$ cat src/rtl/priority_encoder_8x3.sv
// Sticky 8-input priority encoder presenting one request index at a time.
// Latency: req -> pending after 1 edge, pending -> out_valid after 1 more edge.
// Backpressure: out_code/out_valid held while out_ready is low; one idle cycle per handshake.
module priority_encoder_8x3 #(
  parameter bit LSB_FIRST = 1'b0
) (
  input  logic       clk,
  input  logic       rst,
  input  logic [7:0] req,
  input  logic       out_ready,
  output logic [2:0] out_code,
  output logic       out_valid,
  output logic [7:0] pending,
  output logic       dup
);

  localparam logic [0:0] ST_IDLE    = 1'b0;
  localparam logic [0:0] ST_PRESENT = 1'b1;

  logic [0:0] state_q, state_d;
  logic [7:0] pending_q, pending_d;
  logic [2:0] out_code_q, out_code_d;
  logic       out_valid_q, out_valid_d;
  logic       dup_q, dup_d;

  logic       hs;
  logic [7:0] served_mask;
  logic [7:0] kept;
  logic [2:0] top_idx;

  // Index of the winning set bit of v; direction chosen by LSB_FIRST.
  function automatic logic [2:0] pick(input logic [7:0] v);
    logic [2:0] idx;
    idx = 3'd0;
    if (LSB_FIRST) begin
      // Scan downward so the last hit is the lowest set bit.
      for (int i = 7; i >= 0; i--) begin
        if (v[i]) idx = 3'(i);
      end
    end else begin
      // Scan upward so the last hit is the highest set bit.
      for (int i = 0; i <= 7; i++) begin
        if (v[i]) idx = 3'(i);
      end
    end
    return idx;
  endfunction

  // Handshake decode, sticky request update, duplicate detect and FSM next state.
  always_comb begin
    hs          = (state_q == ST_PRESENT) && out_ready;
    served_mask = hs ? (8'd1 << out_code_q) : 8'd0;
    kept        = pending_q & ~served_mask;
    // A fresh request on the bit being served is ORed back in, so it survives.
    pending_d   = kept | req;
    // A request onto a bit that is pending and not being served is a duplicate.
    dup_d       = |(req & kept);
    top_idx     = pick(pending_q);

    state_d     = state_q;
    out_code_d  = out_code_q;
    out_valid_d = out_valid_q;

    case (state_q)
      ST_IDLE: begin
        // Selection looks only at the registered pending set, never at req.
        if (pending_q != 8'd0) begin
          out_code_d  = top_idx;
          out_valid_d = 1'b1;
          state_d     = ST_PRESENT;
        end else begin
          out_valid_d = 1'b0;
        end
      end
      ST_PRESENT: begin
        // Code stays frozen until accepted, even if a higher-priority bit arrives.
        if (out_ready) begin
          out_valid_d = 1'b0;
          state_d     = ST_IDLE;
        end
      end
      default: begin
        out_valid_d = 1'b0;
        state_d     = ST_IDLE;
      end
    endcase
  end

  // State registers; reset wins over any request or handshake on the same edge.
  always_ff @(posedge clk) begin
    if (rst) begin
      state_q     <= ST_IDLE;
      pending_q   <= 8'd0;
      out_code_q  <= 3'd0;
      out_valid_q <= 1'b0;
      dup_q       <= 1'b0;
    end else begin
      state_q     <= state_d;
      pending_q   <= pending_d;
      out_code_q  <= out_code_d;
      out_valid_q <= out_valid_d;
      dup_q       <= dup_d;
    end
  end

  assign out_code  = out_code_q;
  assign out_valid = out_valid_q;
  assign pending   = pending_q;
  assign dup       = dup_q;

endmodule

$ cat config.mk
export PLATFORM = sky130hd
export DESIGN_NAME = priority_encoder_8x3
export DESIGN_NICKNAME = d
export VERILOG_FILES = /design/src/rtl/priority_encoder_8x3.sv
export SDC_FILE = /design/constraint.sdc
export NUM_CORES = 1
export LEC_CHECK = 0
export ABC_AREA = 0
export BUFFER_PORTS_ARGS = -buffer_cell sky130_fd_sc_hd__buf_2
export CAP_MARGIN = 20
export CELL_PAD_IN_SITES_DETAIL_PLACEMENT = 1
export CELL_PAD_IN_SITES_GLOBAL_PLACEMENT = 1
export CORE_MARGIN = 2
export CORE_UTILIZATION = 35
export CTS_CLUSTER_SIZE = 12
export DETAILED_ROUTE_END_ITERATION = 7
export GPL_ROUTABILITY_DRIVEN = 1
export HOLD_SLACK_MARGIN = 0.12
export PLACE_DENSITY = 0.78
export RECOVER_POWER = 50
export SYNTH_ARGS = -nofsm -noshare
export SYNTH_HDL_FRONTEND = slang
export SYNTH_SLANG_ARGS = --single-unit
$ cat constraint.sdc
create_clock -name clk -period 2.83 [get_ports clk]
set_input_delay 0.283 -clock clk [delete_from_list [all_inputs] [get_ports clk]]
set_output_delay 0.283 -clock clk [all_outputs]
set_load 0.02 [all_outputs]
-- Yosys cells after proc, flatten, opt, wreduce, memory -nomap -nowiden
Cells that the tools add are included.
- $add $sub $neg: 0
- $mul: 0
- div/mod/pow operators: 0
- magnitude comparators: 0
- equality and inequality tests: 1
- shift-type cells: 1
- muxes and demuxes: 13
- bitwise gates (word level): 5
- reductions and logical operators: 4
- operators with widths (kind ; count):
    AND 8 bit ; 2
    2-to-1 mux 3 bit ; 5
    2-to-1 mux 8 bit ; 1
    NOT 8 bit ; 1
    bitwise OR 8 bit ; 1
    nonzero test 8 bit ; 1
    OR reduction 8 bit ; 1
    left shift 1 x 3 -> 8 bit (first input constant) ; 1
    2-to-1 mux 1 bit ; 4
    one-hot mux 1 bit (2 select lines) ; 2
    2-to-1 mux 2 bit ; 1
    inequality test 2 bit (second input constant) ; 1
    AND reduction 2 bit ; 1
    logical AND 1 bit ; 1
    NOT 1 bit ; 1
- flip-flop bits (word level): 14
- bits in latches: 0
- bits in writable memories: 0
- memory bits (read-only): 0
- input bits: 11
- output and inout port bits: 13
- memories: 0

-- Logic depth before layout (Yosys ltp)
- word-level depth: 7
- gate-level depth with buffers: 5
- gate-level depth less buffers: 4

-- Worst setup path before layout
Ideal clock, no wire load.
- path type: register to register
- start point: reg out_code_q[1] (netlist: out_code[1])
- end point: reg dup_q (netlist: dup)
- setup time: 0.140 ns
- arrival time: 1.170 ns
- required time: 2.690 ns
- path slack: 1.520 ns
- stages on the path, launching flop included: 6
- period minus slack after synthesis: 1.310 ns
- cell sequence: dfxtp_1 -> and3b_1 -> buf_6 -> a31oi_1 -> nor4_1 -> a41oi_1
- word-level cells in the longest chain between the ends: 6
- RTL lines (item ; RTL line ; text):
    start, declared ; 22 ; logic [2:0] out_code_q, out_code_d;
    start signal, assigned ; 100 ; out_code_q <= out_code_d;
    left shift 1 x 3 -> 8 bit ; 52 ; served_mask = hs ? (8'd1 << out_code_q) : 8'd0;
    2-to-1 mux 8 bit ; 52 ;
    NOT 8 bit ; 53 ; kept = pending_q & ~served_mask;
    AND 8 bit ; 53 ;
    AND 8 bit ; 57 ; dup_d = |(req & kept);
    OR reduction 8 bit ; 57 ;
    end signal, assigned ; 102 ; dup_q <= dup_d;
    end, declared ; 24 ; logic dup_q, dup_d;
Every way passes these cells.
A chain may end at the register's enable or synchronous reset.

-- Worst setup path after layout
- start point: reg pending_q[2] (netlist: pending[2])
- end point: reg out_code_q[0] (netlist: out_code[0])
- word-level cells in the longest chain between the ends: 6
- RTL lines (item ; RTL line ; text):
    start, declared ; 21 ; logic [7:0] pending_q, pending_d;
    start signal, assigned ; 99 ; pending_q <= pending_d;
    2-to-1 mux 2 bit ; 43 ; if (v[i]) idx = 3'(i);
    2-to-1 mux 3 bit (5 in series) ; 43 ;
Several ways; a longest one is shown, not always the timed one.

==> reports/results.env <==
DRC=0
AVGROUTEDWIREPERCELL_UM=14.5
SYN_AREA_SQ_UM=641
DESIGN.PORTCOUNT=24
POWER.DENSITY_CELL_AREA_nW_PER_UM2=612
CTS_INSERTED_BUFFERS=3
VIASPERCELL=5.30
SYN-MEAN-INSTANCE-AREA_SQ_UM=8.01
ARRIVAL_PS=1700
INTERNAL_POWER_mW=0.329
RSZ_0062_RAISED_AFTER_GLOBAL_ROUTING='false'
FIN_SETUP_TNS_PS=0
ANTENNA-DIODE-COUNT=0
ROWS=15
ANT_NETS=0
SYN-INSTANCE-COUNT=80
MIN_PERIOD_PS=1500
YOSYS.AREA.TOP_TYPE_SHARE_PCT=43.7
SKEW_PAIR_LATE_INSERTION_DELAY_PS=280
FLOORPLAN.INITIALDENSITY_PCT=37.1
AREA_GROWTH_SYN_TO_LAYOUT_PCT=23.2
FINAL-SEQ-AREA_SQ_UM=280
FIN_WS_PS=1330
ANTENNA_FOUND_INITIAL=0
DETAILEDROUTE.FIRSTITERATIONVIOLATIONS=13
DIE_H_UM=46.8
CRIT_PATH_CELL_TRACE='nor4_1 > a31o_2 > nor2_1 > a221oi_2'
WIRE_LENGTH_OF_THE_FIRST_GLOBAL_ROUTING_PASS_MM=2.88
TIMING.CRITICAL_PATH.BUF_INV=0
CP_MAX_FO=6
GRT-OVFL-TOTAL=0
SYNTH_EDF_COUNT=0
ASYNC_RESET_FF_SHARE_PCT=0
SYNTH_COMMON_CELLS='sky130_fd_sc_hd__a21oi_1, sky130_fd_sc_hd__dfxtp_1, sky130_fd_sc_hd__nor2_1'
WORST-ENDPOINT-REQUIRED_PS=3020
TIMING.FINAL.CRIT_SHARE_PCT=53.2
CRITICAL_PATH.ENDPOINT_TYPE='flop'
FINAL.SETUP_SKEW_PS=2.00
STATUS='completed'
HIGHEST_CLOCK_FREQUENCY_THE_DESIGN_CAN_MEET_MHz=664
SYNTH-MAIN-FF-CELL='sky130_fd_sc_hd__dfxtp_1'
DETAILROUTE.VIA_COUNT=689
PLACE_WORST_SETUP_SLACK_PS=1340
LARGEST_NET_DEGREE_AT_THE_START_OF_GLOBAL_ROUTING=15
POST_CTS_RESIZE_COUNT=0
CELL_WITH_THE_MOST_INSTANCES_AFTER_SYNTHESIS='sky130_fd_sc_hd__a21oi_1'
DP_HPWL_MM=1.35
SYNTH_TOP_CELL_BY_AREA='sky130_fd_sc_hd__dfxtp_1'
DIE_AREA_SQ_UM=2190
NUMPLACEDINSTANCES=126
REPORT.FINAL.HOLD_VIOL_COUNT=0
HOLD_CLASS='input pin to flop'
SW_FRAC_OF_TOTAL_PCT=31.8
FILLERS=234
CTSHTREEMAXLEVEL=1
GPL.FINAL_WEIGHTED_CONGESTION=0.798
CRITICAL_PATH_CLASS='flop to flop'
WORST_IR_DROP_VDD_mV=0.239
SYNTH_CELL_TYPE_COUNT=25
SWITCHING_POWER_mW=0.154
TIMING_WORST_SLEW_PIN_VALUE_PS=452
CRIT_PATH_MAX_INCR_DELAY_PS=450
FIRST_GLOBAL_VIAS=605
P_LEAK_nW=0.331
CRITICAL-PATH-SLOWEST-CELL='sky130_fd_sc_hd__nor4_1'
CTS_SETUP_BUFFERS=0
FINALHOLDWORSTSLACK_PS=223
POST_ROUTE_CELLS_DRIVE_ABOVE_1_SHARE_PCT=20.0
ROUTE.FINAL.WIRE_LENGTH_MM=1.89
MAX_SLEW_MARGIN_PCT=69.6
PORT_BUFFERS=23
SYNTH-SEQ-AREA-SHARE_PCT=43.7
COMBINATIONAL_FRACTION_OF_DESIGN_POWER_PCT=20.7
TIMING_MAX_TRANSITION_VIOLATIONS_FINAL=0
CTS_TREE='yes'
POST_SYNTH_MAIN_AREA_CONTRIBUTORS='sky130_fd_sc_hd__dfxtp_1, sky130_fd_sc_hd__a21oi_1, sky130_fd_sc_hd__nor2_1'
CAP_VIOLATIONS=0
WORSTSETUPSTARTPOINTTYPE='flop'
GROUTE.USAGE.OVERALL_PCT=19.4
CPLARGESTDELAYFAMILY='compound AO/OA/AOI/OAI gates'
PATH_CLK_SLEW_PS=90
YOSYS_REGISTER_BITS=14
DIEWIDTH_UM=46.8
CTSLONGESTPATHBUFFERS=2
YOSYS_WARNINGS=0
NUMBER_OF_ENDPOINTS_FAILING_SETUP_AT_THE_FINAL_STAGE=0
CTS-ROOT-BUF='sky130_fd_sc_hd__clkbuf_4'
DESIGN.CORE.AREA_SQ_UM=1730
FIN_NETS=117
CLOCK_SINKS=14
HOLDBUFCOUNTCTS=0
DRT_FIRST_PASS_ITERS=4
SYNTHESIS.NETS=91
MULTI_INPUT_AREA_SQ_UM=330
FINAL-INSTANCE-COUNT-EXCL-FILL=130
P_CLK_SHARE_PCT=30.2
FLOP_PWR_SHARE_PCT=49.2
## sequential cells by signal (all words and copies together), names as in the netlist
name and count:
dup 1, out_code 3, out_valid 1, pending 8
state_q 1
## per-stage QoR
step	total power, mW	area [sq um]	utilization, %
floorplan	0.305	641	-
global placement	0.339	772	44.7
detailed placement	0.344	772	44.7
CTS	0.492	808	46.8
global route	0.514	790	45.7
finish	0.483	790	45.7
## per-layer routing
metal / up-vias / track usage [%] / part of all wire (%)
met5: - / 0 / 0
met4: 0 / 11.1 / 2.6
met3: 6 / 4.23 / 5.2
met2: 21 / 30.7 / 47
met1: 329 / 24.4 / 45
li1: 333 / - / -
## cell usage in the layout, fill, tap and decap left out, drive strengths merged
cell type  netlist  layout
a21o             2       2
a21oi           15      15
a221oi           1       1
a31o             1       1
a31oi            2       2
a32oi            1       1
a41oi            1       1
and3             1       1
and3b            1       1
buf              1      14
clkbuf           1      13
dfxtp           14      14
inv              2       2
nand2           10      10
nand2b           1       1
nand3            4       4
nand3b           1       1
nor2            13      13
nor2b            2       2
nor4             2       2
o21ai            2       2
o21bai           1       1
or2b             1       1
## kinds of logic (layout without fill, tap and decap cells)
| kind of cell | after synthesis | count (layout) | share of synthesized area (%) |
|---|---|---|---|
| buffers and inverters | 4 | 29 | 3.52 |
| flip-flops | 14 | 14 | 43.8 |
| AND/OR/NAND/NOR | 36 | 36 | 27.3 |
| AO/OA/AOI/OAI | 26 | 26 | 25.4 |
## layout make-up
| class | count | share of cell area, % |
|---|---|---|
| tap | 25 | 3.96 |
| timing repair buffer | 23 | 13.2 |
| clock buffer | 4 | 4.60 |
| multi-input combinational | 62 | 41.8 |
| inverter | 2 | 0.951 |
| sequential | 14 | 35.5 |
## final timing paths
path                            cells past startpoint              startpoint                  endpoint  slack [ps]
worst max register to register                      4   pending[2]$_SDFF_PP0_  out_code[0]$_SDFFE_PP0P_        1330
worst min register to register                      2  out_valid$_SDFFE_PP0P_    out_valid$_SDFFE_PP0P_         500
worst max-delay path                                4   pending[2]$_SDFF_PP0_  out_code[0]$_SDFFE_PP0P_        1330
worst min-delay path                                3                  req[7]     pending[7]$_SDFF_PP0_         220
## power by group through the flow
stage	sequential, mW	clock [mW]	combinational (mW)
after floorplan	0.257	0	0.0487
after global placement	0.240	0	0.0992
after detailed placement	0.241	0	0.102
after CTS	0.237	0.151	0.104
after global routing	0.241	0.164	0.109
final	0.238	0.146	0.100
## tightest hold or removal path, cell delays in order
cell	delay (ps)
sky130_fd_sc_hd__buf_2	90
sky130_fd_sc_hd__a21oi_1	30
sky130_fd_sc_hd__nor2_1	60
(Power assumes the default switching activity.)
